==> config.mk <==
export PLATFORM = sky130hd
export DESIGN_NAME = drop_merge_core_p
export DESIGN_NICKNAME = d
export VERILOG_FILES = /design/src/rtl/drop_merge_core_p.sv
export SDC_FILE = /design/constraint.sdc
export NUM_CORES = 1
export LEC_CHECK = 0
export ABC_AREA = 0
export BUFFER_PORTS_ARGS = -buffer_cell sky130_fd_sc_hd__clkbuf_2
export CAP_MARGIN = 20
export CORE_ASPECT_RATIO = 0.9
export CORE_MARGIN = 5
export CORE_UTILIZATION = 30
export DETAILED_ROUTE_END_ITERATION = 8
export GPL_ROUTABILITY_DRIVEN = 0
export PLACE_DENSITY_LB_ADDON = 0.08
export SLEW_MARGIN = 20
export SYNTH_ARGS = -nofsm -noshare
export SYNTH_HDL_FRONTEND = slang
export SYNTH_SLANG_ARGS = --single-unit
==> constraint.sdc <==
create_clock -name clk -period 22.6 [get_ports clk]
set_input_delay 1.13 -clock clk [delete_from_list [all_inputs] [get_ports clk]]
set_output_delay 1.13 -clock clk [all_outputs]
set_load 0.02 [all_outputs]
==> src/rtl/drop_merge_core_p.sv <==
// Drop-and-merge puzzle core: owns the tile grid, spawns random tiles, steers the
// drop cursor and runs the land / merge / gravity cascade for each dropped tile.
module drop_merge_core_p #(
    parameter int          ROWS          = 4,
    parameter int          COLS          = 4,
    parameter int          VAL_W         = 5,
    parameter int          SCORE_W       = 16,
    parameter int          WIN_POW       = 11,
    parameter int          OVERFLOW_MODE = 0,
    parameter logic [15:0] LFSR_SEED     = 16'hACE1
) (
    input  logic                       clk,
    input  logic                       rst,
    input  logic                       cmd_left,
    input  logic                       cmd_right,
    input  logic                       cmd_drop,
    output logic [ROWS*COLS*VAL_W-1:0] board_flat,
    output logic [SCORE_W-1:0]         score,
    output logic [$clog2(COLS)-1:0]    cursor_col,
    output logic [VAL_W-1:0]           spawn_val,
    output logic                       busy,
    output logic                       game_over,
    output logic                       game_won,
    output logic                       drop_rejected
);
    localparam int CW = $clog2(COLS);
    localparam int RW = (ROWS > 1) ? $clog2(ROWS) : 1;
    localparam logic [VAL_W-1:0] PMAX = '1;

    localparam logic [2:0] S_SPAWN = 3'd0;
    localparam logic [2:0] S_INPUT = 3'd1;
    localparam logic [2:0] S_LAND  = 3'd2;
    localparam logic [2:0] S_MERGE = 3'd3;
    localparam logic [2:0] S_GRAV  = 3'd4;
    localparam logic [2:0] S_END   = 3'd5;

    typedef logic [ROWS-1:0][COLS-1:0][VAL_W-1:0] grid_t;

    logic [2:0]         state_q, state_d;
    grid_t              grid_q, grid_d;
    logic [SCORE_W-1:0] score_q, score_d;
    logic [CW-1:0]      cursor_q, cursor_d;
    logic [VAL_W-1:0]   spawn_q, spawn_d;
    logic               over_q, over_d, won_q, won_d, rej_q, rej_d;
    logic [15:0]        lfsr_q, lfsr_d;
    logic [CW-1:0]      col_q, col_d, gcol_q, gcol_d;
    logic [RW-1:0]      row_q, row_d;
    logic [VAL_W-1:0]   val_q, val_d;

    logic [VAL_W-1:0]   cur_v, nxt_v, below_v, left_v, right_v, max_v;
    logic               can_merge, merge_hit, top_found;
    logic [RW-1:0]      top_row;
    logic [VAL_W+1:0]   pick;

    // Adds 2^p to the score, pinning at all-ones instead of wrapping.
    function automatic logic [SCORE_W-1:0] add_pow(input logic [SCORE_W-1:0] s,
                                                   input logic [VAL_W-1:0] p);
        logic [SCORE_W:0] sum;
        sum = {1'b0, s} + ((SCORE_W+1)'(1) << p);
        if (int'(p) >= SCORE_W || sum[SCORE_W]) return '1;
        return sum[SCORE_W-1:0];
    endfunction

    always_comb begin
        state_d  = state_q;
        grid_d   = grid_q;
        score_d  = score_q;
        cursor_d = cursor_q;
        spawn_d  = spawn_q;
        over_d   = over_q;
        won_d    = won_q;
        rej_d    = 1'b0;
        col_d    = col_q;
        gcol_d   = gcol_q;
        row_d    = row_q;
        val_d    = val_q;
        lfsr_d   = {lfsr_q[14:0], lfsr_q[15] ^ lfsr_q[13] ^ lfsr_q[12] ^ lfsr_q[10]};

        // Out-of-grid neighbours read as 0, which never equals an occupied cell.
        cur_v     = grid_q[row_q][col_q];
        nxt_v     = cur_v + 1'b1;
        can_merge = (cur_v != PMAX);
        below_v   = (row_q != RW'(ROWS-1)) ? grid_q[row_q + 1'b1][col_q] : '0;
        left_v    = (col_q != '0) ? grid_q[row_q][col_q - 1'b1] : '0;
        right_v   = (col_q != CW'(COLS-1)) ? grid_q[row_q][col_q + 1'b1] : '0;
        merge_hit = can_merge && (below_v == cur_v || left_v == cur_v || right_v == cur_v);

        top_found = 1'b0;
        top_row   = '0;
        for (int r = ROWS-1; r >= 0; r--) begin
            if (grid_q[r][col_q] != '0) begin
                top_found = 1'b1;
                top_row   = RW'(r);
            end
        end

        max_v = '0;
        for (int r = 0; r < ROWS; r++)
            for (int c = 0; c < COLS; c++)
                if (grid_q[r][c] > max_v) max_v = grid_q[r][c];
        pick = ({2'b00, max_v} < (VAL_W+2)'(4)) ? (VAL_W+2)'(1) : {2'b00, max_v} - (VAL_W+2)'(3);
        if (lfsr_q[2:0] == 3'd7)       pick = pick + (VAL_W+2)'(2);
        else if (lfsr_q[2:0] >= 3'd5)  pick = pick + (VAL_W+2)'(1);

        case (state_q)
            S_SPAWN: begin
                spawn_d  = (pick > {2'b00, PMAX}) ? PMAX : pick[VAL_W-1:0];
                cursor_d = CW'(COLS/2);
                state_d  = S_INPUT;
            end
            S_INPUT: begin
                if (cmd_drop) begin
                    val_d   = spawn_q;
                    col_d   = cursor_q;
                    state_d = S_LAND;
                end else if (cmd_left && !cmd_right) begin
                    if (cursor_q != '0) cursor_d = cursor_q - 1'b1;
                end else if (cmd_right && !cmd_left) begin
                    if (cursor_q != CW'(COLS-1)) cursor_d = cursor_q + 1'b1;
                end
            end
            S_LAND: begin
                if (!top_found) begin
                    grid_d[ROWS-1][col_q] = val_q;
                    row_d   = RW'(ROWS-1);
                    state_d = S_MERGE;
                end else if (top_row != '0) begin
                    grid_d[top_row - 1'b1][col_q] = val_q;
                    row_d   = top_row - 1'b1;
                    state_d = S_MERGE;
                end else if (grid_q[0][col_q] == val_q && val_q != PMAX) begin
                    // Full column whose top matches: absorb into the top tile.
                    grid_d[0][col_q] = val_q + 1'b1;
                    score_d = add_pow(score_q, val_q + 1'b1);
                    if (int'(val_q) + 1 == WIN_POW) won_d = 1'b1;
                    row_d   = '0;
                    state_d = S_MERGE;
                end else if (OVERFLOW_MODE == 0) begin
                    over_d  = 1'b1;
                    state_d = S_END;
                end else begin
                    rej_d   = 1'b1;
                    state_d = S_INPUT;
                end
            end
            S_MERGE: begin
                if (can_merge && below_v == cur_v) begin
                    grid_d[row_q][col_q]        = '0;
                    grid_d[row_q + 1'b1][col_q] = nxt_v;
                    row_d = row_q + 1'b1;
                end else if (can_merge && left_v == cur_v) begin
                    grid_d[row_q][col_q - 1'b1] = '0;
                    grid_d[row_q][col_q]        = nxt_v;
                    gcol_d  = col_q - 1'b1;
                    state_d = S_GRAV;
                end else if (can_merge && right_v == cur_v) begin
                    grid_d[row_q][col_q + 1'b1] = '0;
                    grid_d[row_q][col_q]        = nxt_v;
                    gcol_d  = col_q + 1'b1;
                    state_d = S_GRAV;
                end else begin
                    state_d = won_q ? S_END : S_SPAWN;
                end
                if (merge_hit) begin
                    score_d = add_pow(score_q, nxt_v);
                    if (int'(nxt_v) == WIN_POW) won_d = 1'b1;
                end
            end
            S_GRAV: begin
                // Close the hole at row_q in the neighbour column; fallers are not re-checked.
                for (int r = ROWS-1; r > 0; r--)
                    if (RW'(r) <= row_q) grid_d[r][gcol_q] = grid_q[r-1][gcol_q];
                grid_d[0][gcol_q] = '0;
                state_d = S_MERGE;
            end
            default: state_d = state_q;
        endcase
    end

    always_ff @(posedge clk) begin
        if (rst) begin
            state_q  <= S_SPAWN;
            grid_q   <= '0;
            score_q  <= '0;
            cursor_q <= CW'(COLS/2);
            spawn_q  <= '0;
            over_q   <= 1'b0;
            won_q    <= 1'b0;
            rej_q    <= 1'b0;
            lfsr_q   <= LFSR_SEED;
            col_q    <= '0;
            gcol_q   <= '0;
            row_q    <= '0;
            val_q    <= '0;
        end else begin
            state_q  <= state_d;
            grid_q   <= grid_d;
            score_q  <= score_d;
            cursor_q <= cursor_d;
            spawn_q  <= spawn_d;
            over_q   <= over_d;
            won_q    <= won_d;
            rej_q    <= rej_d;
            lfsr_q   <= lfsr_d;
            col_q    <= col_d;
            gcol_q   <= gcol_d;
            row_q    <= row_d;
            val_q    <= val_d;
        end
    end

    assign board_flat    = grid_q;
    assign score         = score_q;
    assign cursor_col    = cursor_q;
    assign spawn_val     = spawn_q;
    assign busy          = (state_q != S_INPUT);
    assign game_over     = over_q;
    assign game_won      = won_q;
    assign drop_rejected = rej_q;
endmodule

==> run summary <==
The final clock period utilization by the worst path came out at 94.67%. The share of synthesized area occupied by flip-flops and latches came out at 15.98%. For this run, the post-layout net count is 2513.

The post-synthesis mux area share came out at 17.84%. The worst endpoint required time is 22.98 ns. The mean area per synthesized cell is 7.748 µm². The average wire per cell in the routed design came out at 26.34 µm.

The largest net degree at the start of global routing came out at 68. When the netlist entered floorplanning its net count stood at 2325. The met2 wirelength from detailed routing is 35.58 mm. Wire segments on met3 add up to 7.431 mm in the final route.

The number of maximum-capacitance constraint violations is 0. The detailed router finished its first iteration with 1887 violations. The startpoint kind of the worst setup timing path is a flip-flop.

The floorplan step defined a core boundary enclosing 55710 µm². The most common flop cell mapped by yosys is dfxtp_1. The floorplan step set the die height to 235.3 µm.

The cell repeated most along the worst path is ha_1. The data arrival time of the critical path came out at 21.77 ns. After synthesis, the largest family of logic cells by area is compound AO/OA/AOI/OAI gates.

The number of buffers created by CTS came out at 17. The total number of yosys warnings is 0. Global routing used 26.05% of the available tracks across all layers. The clock tree root driver cell is clkbuf_16. The routed layout has 18751 vias. The insertion delay of the later-clocked pin in the worst-skew pair came out at 0.49 ns.

The cell count after synthesis came out at 2183. The site row count is 82. The maximum number of buffers from clock root to sink came out at 2. The first global-routing pass estimated 120.9 mm of wire. The worst setup path is captured at a flip-flop. Counting flops with a built-in enable in the synthesized netlist gives 0. The setup-violating endpoint count in the final report is 0.

After detailed placement, the total cell area comes to 19450 µm². The TritonCTS clock tree is yes. The average vias per placed instance came out at 5.970. The number of DRC violations after detailed routing is 0. The top cell types in the final layout, fill and taps aside, are buf_4, a21oi_1, nor2_1, nand2_1, o21ai_0. The number of sinks handled by clock tree synthesis is 135.

The slowest stage cell on the critical path is or3b_2. The final design instance area without fill came out at 20670 µm². Of all nets on the critical path, the largest fanout is 7. The signed area change from the synthesized netlist to the final layout came out at 22.21%. The highest achievable clock rate is 0.04674 GHz. The simple-gate share of the synthesized area came out at 18.53%. The clock slew at the register clock pins of the worst setup and hold paths came out at 0.07 ns.

In the synthesized netlist the async set-or-reset flop fraction comes to 0%. At the pin with the least slew margin, the transition time is 1.193 ns. Wires add up to 82.74 mm. The worst path buffer plus inverter count is 18.

The clock arrives with 0.01579 ns of skew. The biggest cell delay along the critical path came out at 0.44 ns. Routed signal wires occupy layers up through met4. Counting flops and latches in the post-synthesis netlist gives 135. The detailed placement HPWL is 60.49 mm.

The detailed-routing iteration count for the pre-antenna-repair pass came out at 5. The flow ran to the end, and the final reports show no timing, DRC or antenna violations. The I/O pin count is 112. The floorplan die area is 61230 µm². The library cell used most frequently in the layout, excluding fill and tap cells, is buf_4. Of the total synthesized cell area, the portion taken by full adders, half adders and majority gates is 10.22%. The path class of the tightest hold or removal check is flip-flop to flip-flop. The xor and xnor fraction of the mapped netlist area came out at 2.641%.

The fraction of the mapped netlist area in compound gates came out at 28.35%. The minimum clock period after layout came out at 21.39 ns. Yosys attributes the largest share of cell area to dfxtp_1, ha_1, mux4_2.

For this configuration, the core starts out at a cell density of 30.36%. The final-report hold violation count is 0. The total count of max-transition violations in the final report is 0. The relative slew slack is 20.31%. By startpoint and endpoint, the worst setup path is classified as flip-flop to flip-flop. Among cell families on the critical path, the largest total delay comes from compound AO/OA/AOI/OAI gates. The via count of the first global-routing pass came to 18058. The count of distinct cell types in the synthesized netlist came out at 92. The fraction of layout instances using a drive strength above 1 came out at 26.05%. The remaining number of nets flagged by the antenna check after routing came out at 0. The level count of the clock H-tree is 4. Summed over all instances, the cell type with the most area after synthesis is dfxtp_1. From left edge to right edge, the die measures 260.3 µm. For this design, the CTS-stage hold fixing added 0 buffers. The synthesized design devotes to its leading area cell type 15.98% of total area. After global routing the overflow that remains totals 0. The number of port buffers is 110.

The netlist area before placement came out at 16910 µm². The number of antenna violations at the first check in global routing is 1. The met1 wire length came out at 36.41 mm.
synth_stat cells, drive strengths merged (35+ instances only):
library cell,number
a21oi,198
nor2,198
nand2,179
o21ai,175
dfxtp,135
ha,135
clkbuf,128
mux2i,109
inv,80
o221ai,73
mux4,65
buf,57
a22oi,54
nor3,50
a22o,42
mux2,41
nor2b,41
nand3,39
xnor2,35
kinds of logic (layout without fill, tap and decap cells):
| kind of cell | after synthesis | in the layout |
|---|---|---|
| AO/OA/AOI/OAI | 723 | 723 |
| AND/OR/NAND/NOR | 655 | 655 |
| buffers and inverters | 266 | 467 |
| multiplexers | 215 | 215 |
| adder cells (fa/ha/maj) | 137 | 137 |
| flip-flops | 135 | 135 |
| XOR/XNOR | 51 | 51 |
| other | 1 | 2 |
per-layer routing:
metal  vias to the layer above  GRT usage [%]
met2                       894          38.95
met4                         0          10.57
met3                       163          6.414
li1                       8594              -
met5                         -              0
met1                      9100          35.92
cell type report:
type                            count  area [µm²]
Antenna cell                        1       2.502
Clock buffer                       17       425.4
Clock inverter                     15       150.1
Fill cell                        5863       35040
Inverter                           81       304.0
Multi-Input combinational cell   1782       13750
Sequential cell                   135        2705
Tap cell                          756       945.9
Timing Repair Buffer              354        2392
per-stage QoR:
step | std cells | TNS, ns | setup slack, ns | utilization, % | hold WS (ns)
2_1_floorplan | 2183 | 0 | 0.04653 | - | 0.3895
3_3_place_gp | 3096 | -0.3529 | -0.2763 | 34.91 | 0.3912
3_5_place_dp | 3096 | -2.953 | -0.8320 | 34.91 | 0.3942
4_1_cts | 3131 | 0 | 0.01714 | 36.08 | 0.4120
5_1_grt | 3140 | -0.005732 | -0.005732 | 37.10 | 0.4215
6_report | 3141 | 0 | 1.205 | 37.10 | 0.4100
worst register-to-register path: cells and delay by family, from the launching register on:
family                     cells  cell delay (ns)
muxes                          5             1.63
adders and majority gates     16             4.32
AOI/OAI and AO/OA             46             7.47
buffers and inverters         18             2.00
DFF                            1             0.32
and+or+nand+nor               30             5.52
path summary, 6_finish.rpt:
kind	start	endpoint	slack, ns	cells past startpoint
worst max-delay path	flip-flop	spawn_val[3]	1.21	115
worst min-delay path	lfsr_q[9]	lfsr_q[10]	0.41	1
worst max register to register	flip-flop	spawn_val[3]	1.21	115
worst min register to register	lfsr_q[9]	lfsr_q[10]	0.41	1
what timing repair did:
item                       4_1_cts  5_1_grt
setup endpoints to repair        5        5
pin swaps                        1       29
gates resized for setup         15      102
cloned                           0        0
setup buffers                    3        9
Power is left out: the tool's default activity adds up to more than one toggle a clock period on the data nets, which glitch-free logic cannot reach.
